File: config.mk
export PLATFORM = sky130hd
export DESIGN_NAME = spi_master_nbit
export DESIGN_NICKNAME = d
export VERILOG_FILES = /design/src/rtl/spi_master_nbit.sv
export SDC_FILE = /design/constraint.sdc
export NUM_CORES = 1
export LEC_CHECK = 0
export BUFFER_PORTS_ARGS = -buffer_cell sky130_fd_sc_hd__buf_2
export CAP_MARGIN = 20
export CORE_ASPECT_RATIO = 1.1
export CORE_MARGIN = 2
export CORE_UTILIZATION = 55
export CTS_CLUSTER_SIZE = 12
export DETAILED_ROUTE_END_ITERATION = 6
export MAX_ROUTING_LAYER = met4
export PLACE_DENSITY = 0.78
export RECOVER_POWER = 50
export SETUP_SLACK_MARGIN = 0.1
export SLEW_MARGIN = 10
export SYNTH_ARGS = -nofsm -noshare
export SYNTH_HDL_FRONTEND = slang
export SYNTH_SLANG_ARGS = --single-unit
File: constraint.sdc
create_clock -name clk -period 3.35 [get_ports clk]
set_input_delay 0.5025 -clock clk [delete_from_list [all_inputs] [get_ports clk]]
set_output_delay 0.5025 -clock clk [all_outputs]
set_load 0.05 [all_outputs]
File: src/rtl/spi_master_nbit.sv
// SPI mode-0 master with runtime packet length (1..NBITS), NCS active-low chip selects
// and a programmable SCLK half-period; val/rdy on the core side.
module spi_master_nbit #(
  parameter int unsigned NBITS       = 32,
  parameter int unsigned NCS         = 2,
  parameter int unsigned HALF_PERIOD = 1,
  localparam int unsigned PW         = $clog2(NBITS) + 1,
  localparam int unsigned AW         = (NCS > 1) ? $clog2(NCS) : 1
) (
  input  logic             clk,
  input  logic             reset,
  input  logic             recv_val,
  output logic             recv_rdy,
  input  logic [NBITS-1:0] recv_msg,
  output logic             send_val,
  input  logic             send_rdy,
  output logic [NBITS-1:0] send_msg,
  input  logic             packet_size_val,
  output logic             packet_size_rdy,
  input  logic [PW-1:0]    packet_size_msg,
  input  logic             cs_addr_val,
  output logic             cs_addr_rdy,
  input  logic [AW-1:0]    cs_addr_msg,
  output logic [NCS-1:0]   cs,
  output logic             sclk,
  output logic             mosi,
  input  logic             miso
);

  localparam int unsigned CW = (HALF_PERIOD > 1) ? $clog2(HALF_PERIOD) : 1;

  typedef enum logic [2:0] {
    StIdle,
    StCsSetup,
    StSclkHigh,
    StSclkLow,
    StDone
  } state_e;

  state_e           state_q, state_d;
  logic [CW-1:0]    cnt_q;
  logic [PW-1:0]    bit_q;
  logic [PW-1:0]    n_q;
  logic [PW-1:0]    size_q;
  logic [AW-1:0]    cs_reg_q;
  logic [AW-1:0]    sel_q;
  logic [NBITS-1:0] tx_q;
  logic [NBITS-1:0] rx_q;
  logic             sclk_q;
  logic [NCS-1:0]   cs_q, cs_d;
  logic             phase_end;
  logic             active_q, active_d;
  logic             idle;
  logic [AW-1:0]    sel_next;

  assign idle      = (state_q == StIdle);
  assign phase_end = (cnt_q == CW'(HALF_PERIOD - 1));
  assign active_q  = (state_q == StCsSetup) || (state_q == StSclkHigh) || (state_q == StSclkLow);
  assign active_d  = (state_d == StCsSetup) || (state_d == StSclkHigh) || (state_d == StSclkLow);
  // The CS register is latched on the handshake, so the entry cycle must look at it directly.
  assign sel_next  = idle ? cs_reg_q : sel_q;

  always_comb begin
    state_d = state_q;
    unique case (state_q)
      StIdle:     if (recv_val) state_d = StCsSetup;
      StCsSetup:  if (phase_end) state_d = StSclkHigh;
      StSclkHigh: if (phase_end) state_d = StSclkLow;
      StSclkLow:  if (phase_end) state_d = (bit_q == n_q - PW'(1)) ? StDone : StSclkHigh;
      StDone:     if (send_rdy) state_d = StIdle;
      default:    state_d = StIdle;
    endcase
  end

  always_comb begin
    cs_d = '1;
    for (int i = 0; i < NCS; i++) begin
      if (active_d && (i == int'(sel_next))) cs_d[i] = 1'b0;
    end
  end

  always_ff @(posedge clk) begin
    if (reset) begin
      state_q  <= StIdle;
      cnt_q    <= '0;
      bit_q    <= '0;
      n_q      <= '0;
      size_q   <= PW'(NBITS);
      cs_reg_q <= '0;
      sel_q    <= '0;
      tx_q     <= '0;
      rx_q     <= '0;
      sclk_q   <= 1'b0;
      cs_q     <= '1;
    end else begin
      state_q <= state_d;
      sclk_q  <= (state_d == StSclkHigh);
      cs_q    <= cs_d;
      cnt_q   <= (state_d != state_q) ? '0 : cnt_q + CW'(1);
      if (idle && recv_val) begin
        // Left-align the n-bit payload so mosi is always the MSB of tx_q.
        tx_q  <= recv_msg << (PW'(NBITS) - size_q);
        rx_q  <= '0;
        n_q   <= size_q;
        sel_q <= cs_reg_q;
        bit_q <= '0;
      end
      if (state_q == StSclkHigh && cnt_q == '0) rx_q <= {rx_q[NBITS-2:0], miso};
      if (state_q == StSclkHigh && phase_end) tx_q <= tx_q << 1;
      if (state_q == StSclkLow && phase_end) bit_q <= bit_q + PW'(1);
      if (idle && packet_size_val) begin
        size_q <= (packet_size_msg == '0 || packet_size_msg > PW'(NBITS)) ?
                  PW'(NBITS) : packet_size_msg;
      end
      if (idle && cs_addr_val && (int'(cs_addr_msg) < int'(NCS))) cs_reg_q <= cs_addr_msg;
    end
  end

  always_comb begin
    recv_rdy        = idle && !reset;
    packet_size_rdy = idle && !reset;
    cs_addr_rdy     = idle && !reset;
    send_val        = (state_q == StDone) && !reset;
    send_msg        = reset ? '0 : rx_q;
    cs              = reset ? '1 : cs_q;
    sclk            = sclk_q && !reset;
    mosi            = active_q && !reset && tx_q[NBITS-1];
  end

endmodule

**After elaboration in Yosys (flattened, before gate mapping)**

Cells that the tools add are included.

- $add $sub $neg: 4
- $mul: 0
- Divide/modulo/power cells: 0
- Order comparisons: 1
- Equality and inequality tests: 9
- Shift operators: 1
- Muxes and demuxes: 19
- Bitwise gates (word level): 2
- Reduce and logical (&&, ||, !) cells: 24

Operators with widths:

| cell | number |
|---|---|
| 32-bit two-way mux | 5 |
| 32-bit by 6-bit << shifter with 32-bit output | 1 |
| 3-bit two-way mux | 6 |
| 6-bit two-way mux | 3 |
| 3-bit one-hot mux with 5 select lines | 1 |
| 3-bit by 2-bit equality test with 1-bit output, second input constant | 4 |
| 1-bit logical AND | 12 |
| 6-bit by 1-bit adder with 6-bit output, second input constant | 1 |
| 3-bit by 1-bit equality test with 1-bit output, second input constant | 2 |
| 6-bit equality test | 1 |
| 6-bit greater-than comparator, second input constant | 1 |
| 6-bit logical NOT | 1 |
| 6-bit by 1-bit subtractor with 6-bit output, second input constant | 1 |
| 6-bit subtractor, first input constant | 1 |
| 1-bit logical OR | 5 |
| 2-bit nonzero test | 2 |
| 2-bit OR reduction | 2 |
| 3-bit equality test, second input constant | 1 |
| 3-bit logical NOT | 1 |
| 1-bit two-way mux | 3 |
| 3-bit != test | 1 |
| 2-bit two-way mux | 1 |
| 1-bit NOT | 2 |
| 1-bit adder, second input constant | 1 |
| 1-bit logical NOT | 1 |

- Register bits after elaboration: 91
- Latch bits: 0
- Memory bits (writable): 0
- Bits in read-only memories: 0
- Input bits: 46
- Memories kept: 0

**Logic depth before layout (Yosys ltp)**

Gate-level depths: netlist of the first run.

- Word-level depth: 10
- Depth in mapped cells: 12
- Depth with buffers taken out: 7

**Worst setup path before layout of the first run**

No wires, ideal clock.

- Kind: in2out
- From: in reset
- To: out packet_size_rdy
- Data arrival time: 2.912 ns
- Path slack: -0.064 ns
- Cell stages on the path: 4
- Cell sequence: clkbuf_1 -> buf_1 -> nor4_1 -> buf_4

- Cells in the longest elaborated chain, start to end: 2

RTL lines:

| what | RTL line | RTL |
|---|---|---|
| start, declared | 11 | `input logic reset,` |
| 1-bit logical NOT | - |  |
| 1-bit logical AND | - |  |
| end, declared | 19 | `output logic packet_size_rdy,` |

Every way passes these cells.

**Worst setup path after layout of the first run**

- From: reg state_q[2]
- To: reg tx_q[24]

- Cells in the longest elaborated chain, start to end: 3
- Elaborated cells between the ends (all ways): 6

RTL lines:

| what | RTL line | RTL |
|---|---|---|
| start, declared | 40 | `state_e state_q, state_d;` |
| start signal, assigned | 84 | `state_q <= StIdle;` |
| start signal, assigned | 96 | `state_q <= state_d;` |
| 3-bit by 2-bit equality test with 1-bit output / 3-bit logical NOT (equally long branches) | 109, 56 |  |
| 1-bit logical AND (on tied branches) | 109, 100 |  |
| 32-bit two-way mux / 2-bit nonzero test (equally long branches) | - |  |
| end signal, assigned | 102 | `tx_q <= recv_msg << (PW'(NBITS) - size_q);` |
| end signal, assigned | 109 | `if (state_q == StSclkHigh && phase_end) tx_q <= tx_q << 1;` |
| end, declared | 47 | `logic [NBITS-1:0] tx_q;` |

Several ways; a longest one is shown, not always the timed one.
A chain may end at the register's enable or synchronous reset.

==> results.yml, run 1 <==
synthesis:
  synth_edf_count: 0
  synth.net_count: 656
  synth_area_leaders: "dfxtp_1 (33%), mux4_2 (12%), nand2_1 (5.2%), mux2i_1 (4.7%), a22oi_1 (3.7%)"
  yosysTopAreaCell: "dfxtp_1"
  ys_ff_latch: 91
  ys_warn_count: 0
  syn_avg_cell_area_um2: 9.09
  syn_inst: 607
  yosys.cell_types.count: 55
  netlist_area_mm2: 0.00552
  ys_seq_area_share_pct: 33.0
  async_flop_share_pct: 0
  synth_flop_cell: "dfxtp_1"
  synth_top_area_share_pct: 33.0
timing:
  hold_viol: 0
  max_slew_margin_pct: 48.3
  finalCriticalPeriod_ps: 2830
  fmax_mhz: 353
  finClkSkew_ps: 5.29
  worst_slew_pin_slew_ps: 769
  fin_crit_sh_pct: 84.5
  fin_tns_setup_ps: 0
  rsz0062_at_grt: "no"
  finalMaxSlewViolations: 0
  finalSetupViolations: 0
hold_path:
  hold_path.startpoint: "send_rdy"
  worstHoldPathCells: 2
  hold_path.class: "in2reg"
  worstHoldEndpoint: "cnt_q"
power_and_ir_drop:
  powerDensity_mw_per_mm2: 471
  irDropWorstVdd_uv: 206
  power_leakage_nw: 2.50
cells_and_area:
  synthToLayoutAreaGrowth_pct: 12.9
  nets: 715
  n_antenna_cell: 0
  layout-drive-gt1-share_pct: 24.3
  stdcell_count: 791
worst_setup_path:
  cp.required_ps: 3660
  cp_slowest_cell: "or4b_1"
  crit_type: "reg2reg"
  ff2ff_path_depth: 5
  start_kind: "flop"
  crit_buf_inv: 0
  worstPathCellList: "or4b_1 > or4_4 > a21o_1 > a221oi_1 > o2bb2ai_1"
  cp_max_fo: 16
  worst_ep_arrival_time_ps: 3140
  r2r-start: "state_q[2]"
  rr_endpoint: "tx_q[24]"
  crit_family: "simple AND/OR/NAND/NOR gates"
  rrSetupSlack_ps: 520
  end_kind: "flop"
  cpPeakStageDelay_ps: 820
clock_tree:
  cts.sinks: 91
  cts_tree: "built"
  htree_levels: 3
  cts_setup_buffers: 0
  numCtsBuffers: 9
  clock_latency_ps: 370
  cts-root-buf: "clkbuf_8"
  clkSlewWorstSetupHoldPaths_ps: 90
  post_cts_resize_count: 0
  cts_hold_buffers: 0
  clockBufferDepth: 2
run_status:
  status: "completed"
drt:
  vias: 5020
  viasPerCell: 6.35
  dr.pass1.iters: 5
  wirelength_mm: 13.5
  drc: 0
  post_drt_wl_per_cell_um: 17.0
  antenna_left: 0
  drtIter0Drc: 384
global_route:
  grt_start_max_net_pins: 43
  grt_pass1_wl_mm: 21.9
  track_usage_pct: 26.0
  first_global_vias: 4495
  antenna_found_initial: 0
  grt.overflow.total: 0
floorplanning:
  die_h_um: 109
  io_pins: 86
  rows: 38
  die_area_mm2: 0.0108
  die_w_um: 99.5
  placeableCoreArea_mm2: 0.00979
  start_util_pct: 56.3
placed_design:
  place_hpwl_mm: 9.69
  io_buffers: 85
  gp_congestion: 0.986
  dp_cells: 775
run:
  maxCapViolations: 0
## metal layers
| layer | vias up | part of all wire (%) | track usage, % |
|---|---|---|---|
| li1 | 2397 | - | - |
| met4 | 0 | 2.9 | 12.4 |
| met3 | 32 | 5.6 | 4.81 |
| met5 | - | 0 | - |
| met2 | 183 | 48 | 40.4 |
| met1 | 2408 | 44 | 33.0 |
## logic make-up after synthesis
family,synth area share (%)
AO/OA/AOI/OAI,20.3
buffers and inverters,6.42
XOR/XNOR,2.22
adder cells (fa/ha/maj),0.680
AND/OR/NAND/NOR,16.0
flip-flops,33.0
multiplexers,21.3
## state kept, by name, indices dropped and copies added, names as in the netlist
signal	count
rx_q	32
tx_q	32
bit_q	6
n_q	6
size_q	6
state_q	3
cs_q	2
cnt_q	1
cs_reg_q	1
sclk_q	1
sel_q	1
## stage by stage
stage | util (%) | cell area (um2) | setup slack, ps | total power, mW | hold slack, ps
finish | 63.6 | 6230 | 520 | 2.94 | 332
CTS | 63.8 | 6250 | 691 | 2.94 | 318
floorplan | - | 5520 | 295 | 1.88 | 427
detailed placement | 61.5 | 6020 | 704 | 2.12 | 449
global route | 63.6 | 6230 | 354 | 3.08 | 334
global placement | 61.5 | 6020 | 747 | 2.10 | 444
## layout make-up
class                      instances  area (um2)
fill                             848        3560
multi-input combinational        432        3380
sequential                        91        1820
timing repair buffer             100         534
tap                              120         150
clock buffer                      10         138
inverter                          32         120
clock inverter                     6        87.6
## layout by cell type, fill, tap and decap left out, types with 7 or more instances in the layout
cell type / count
o22ai_1: 31
buf_4: 14
inv_1: 31
o211ai_1: 9
nor3b_1: 7
clkbuf_1: 13
nand3_1: 8
a22oi_1: 27
buf_2: 72
a21oi_1: 31
mux4_2: 30
nand2_1: 77
a222oi_1: 11
nor2_1: 39
clkbuf_8: 10
nor2b_1: 14
nor3_1: 22
mux2i_1: 26
a221oi_1: 9
mux2_2: 12
dfxtp_1: 90
## Yosys cell counts, types with 5 or more instances
library cell	number
mux4_2	30
a211oi_1	6
nor3b_1	7
nand3_1	8
buf_1	5
inv_1	31
xnor2_1	8
a221oi_1	9
nor3_1	22
a222oi_1	11
dfxtp_1	91
xor2_1	6
a22oi_1	27
mux2_2	12
buf_4	5
mux2i_1	26
clkbuf_1	31
o211ai_1	9
nand2_1	77
o22ai_1	31
nor2b_1	14
buf_2	10
nor2_1	40
a21oi_1	31
## worst max path at each step
stage / to / cells past startpoint / startpoint / slack (ps)
4_1_cts: tx_q[14] / 7 / size_q[1] / 690
3_5_place_dp: tx_q[24] / 6 / recv_val / 700
2_1_floorplan: tx_q[17] / 12 / size_q[0] / 300
5_1_grt: tx_q[31] / 5 / state_q[2] / 350
6_report: tx_q[24] / 5 / state_q[2] / 520
3_3_place_gp: tx_q[27] / 6 / recv_val / 750
## power breakdown
part | total (mW) | internal (mW) | switching, mW | leakage, nW
clock | 0.831 | 0.442 | 0.390 | 0.117
combinational | 0.911 | 0.361 | 0.551 | 1.65
sequential | 1.19 | 1.15 | 0.0477 | 0.738
total | 2.94 | 1.95 | 0.988 | 2.50
Power figures use the tool's default switching activity.
==> run 2, diff against run 1 <==
Settings changed: CORE_UTILIZATION 55 to 52, PLACE_DENSITY 0.78 to 0.77.
Clock period 3.35 ns to 2.53 ns, I/O delays scaled along.
==> results.yml, run 2 (synthesis results as in run 1) <==
worst_setup_path:
  cp_max_fo: 8
  cp.required_ps: 2750
  crit_type: "reg2reg"
  rrSetupSlack_ps: 160
  worst_ep_arrival_time_ps: 2590
  ff2ff_path_depth: 7
  end_kind: "flop"
  start_kind: "flop"
clock_tree:
  cts-root-buf: "clkbuf_16"
  clkSlewWorstSetupHoldPaths_ps: 60
  htree_levels: 3
  numCtsBuffers: 9
  cts_hold_buffers: 0
  cts_setup_buffers: 0
  cts_tree: "built"
  cts.sinks: 91
  clockBufferDepth: 2
  clock_latency_ps: 340
cells_and_area:
  fill_cells: 919
  nets: 733
  n_antenna_cell: 0
  mostFrequentLayoutCell: "dfxtp_1"
  design_area_mm2: 0.00653
  reg.largest.list: "rx_q: 32 flops, tx_q: 32 flops"
  layout-drive-gt1-share_pct: 26.8
  synthToLayoutAreaGrowth_pct: 18.4
  final_cell_mix: "dfxtp_1 (89), nand2_1 (77), buf_2 (73)"
placed_design:
  place_hpwl_mm: 10.7
  io_buffers: 85
  gp_congestion: 0.961
  preCtsSetupSlack_ps: 152
  place_area_mm2: 0.00626
floorplanning:
  rows: 39
  die_area_mm2: 0.0114
  io_pins: 86
  die_w_um: 102
  placeableCoreArea_mm2: 0.0103
  start_util_pct: 53.3
  die_h_um: 112
run:
  maxCapViolations: 0
timing:
  worst_slew_pin_slew_ps: 880
  hold_viol: 0
  max_slew_margin_pct: 41.3
  rsz0062_at_grt: "no"
  finalCriticalPeriod_ps: 2370
  fin_tns_setup_ps: 0
  worst_slack_ps: 162
  fmax_mhz: 422
  finClkSkew_ps: 5.99
  holdWs_ps: 254
  finalMaxSlewViolations: 0
  finalSetupViolations: 0
  fin_crit_sh_pct: 93.6
global_route:
  grt_start_max_net_pins: 43
  grt.overflow.total: 0
  grt_pass1_wl_mm: 23.5
  antenna_found_initial: 0
  first_global_vias: 4726
  track_usage_pct: 26.4
power_and_ir_drop:
  powerDensity_mw_per_mm2: 643
  irDropWorstVdd_uv: 372
  power_leakage_nw: 2.63
  power_mw: 4.20
drt:
  post_drt_wl_per_cell_um: 17.4
  drc: 0
  drtIter0Drc: 514
  viasPerCell: 6.20
  wirelength_mm: 14.5
  vias: 5145
  antenna_left: 0
  dr.pass1.iters: 6
run_status:
  status: "completed"
hold_path:
  worstHoldPathCells: 2
  hold_path.class: "in2reg"
-- run 2: worst paths after layout --
kind / start / endpoint
min: send_rdy / cnt_q
min reg2reg: sel_q / sel_q
max: size_q[0] / tx_q[14]
max reg2reg: size_q[0] / tx_q[14]
-- run 2: metal layers --
| layer | global-route usage, % | up-vias | wire length [um] |
|---|---|---|---|
| met2 | 41.1 | 209 | 6890 |
| met4 | 9.16 | 0 | 322 |
| met1 | 35.2 | 2468 | 6420 |
| li1 | - | 2443 | - |
| met5 | - | - | 0 |
| met3 | 3.99 | 25 | 833 |
-- run 2: power by group --
group | switching [mW] | internal (mW)
Combinational | 0.773 | 0.543
Clock | 0.524 | 0.783
Sequential | 0.0615 | 1.52
-- run 2: what timing repair did --
| item | in CTS | in global routing |
|---|---|---|
| endpoints found under the setup margin | 0 | 18 |
| resized for setup | 0 | 6 |
| hold endpoints to repair | 0 | 0 |
-- run 2: layout make-up --
class / instances / area [um2] / share of cell area (%)
Inverter: 32 / 123 / 1.88
Tap cell: 143 / 179 / 2.74
Clock inverter: 2 / 36.3 / 0.555
Timing Repair Buffer: 118 / 659 / 10.1
Multi-Input combinational cell: 432 / 3460 / 53.0
Clock buffer: 12 / 246 / 3.77
Sequential cell: 91 / 1830 / 28.0
-- run 2: metrics by stage --
stage               cells  util (%)
finish                830      63.2
global placement      816      60.5
floorplan             607         -
CTS                   830      63.3
detailed placement    816      60.5
global route          830      63.2
-- run 2: worst max-delay path, stage by stage (launching register included) --
cell	delay [ps]
dfxtp_4	390
inv_4	50
ha_4	330
mux2_4	330
mux2_2	280
mux4_2	500
a222oi_1	300
nor2_1	60
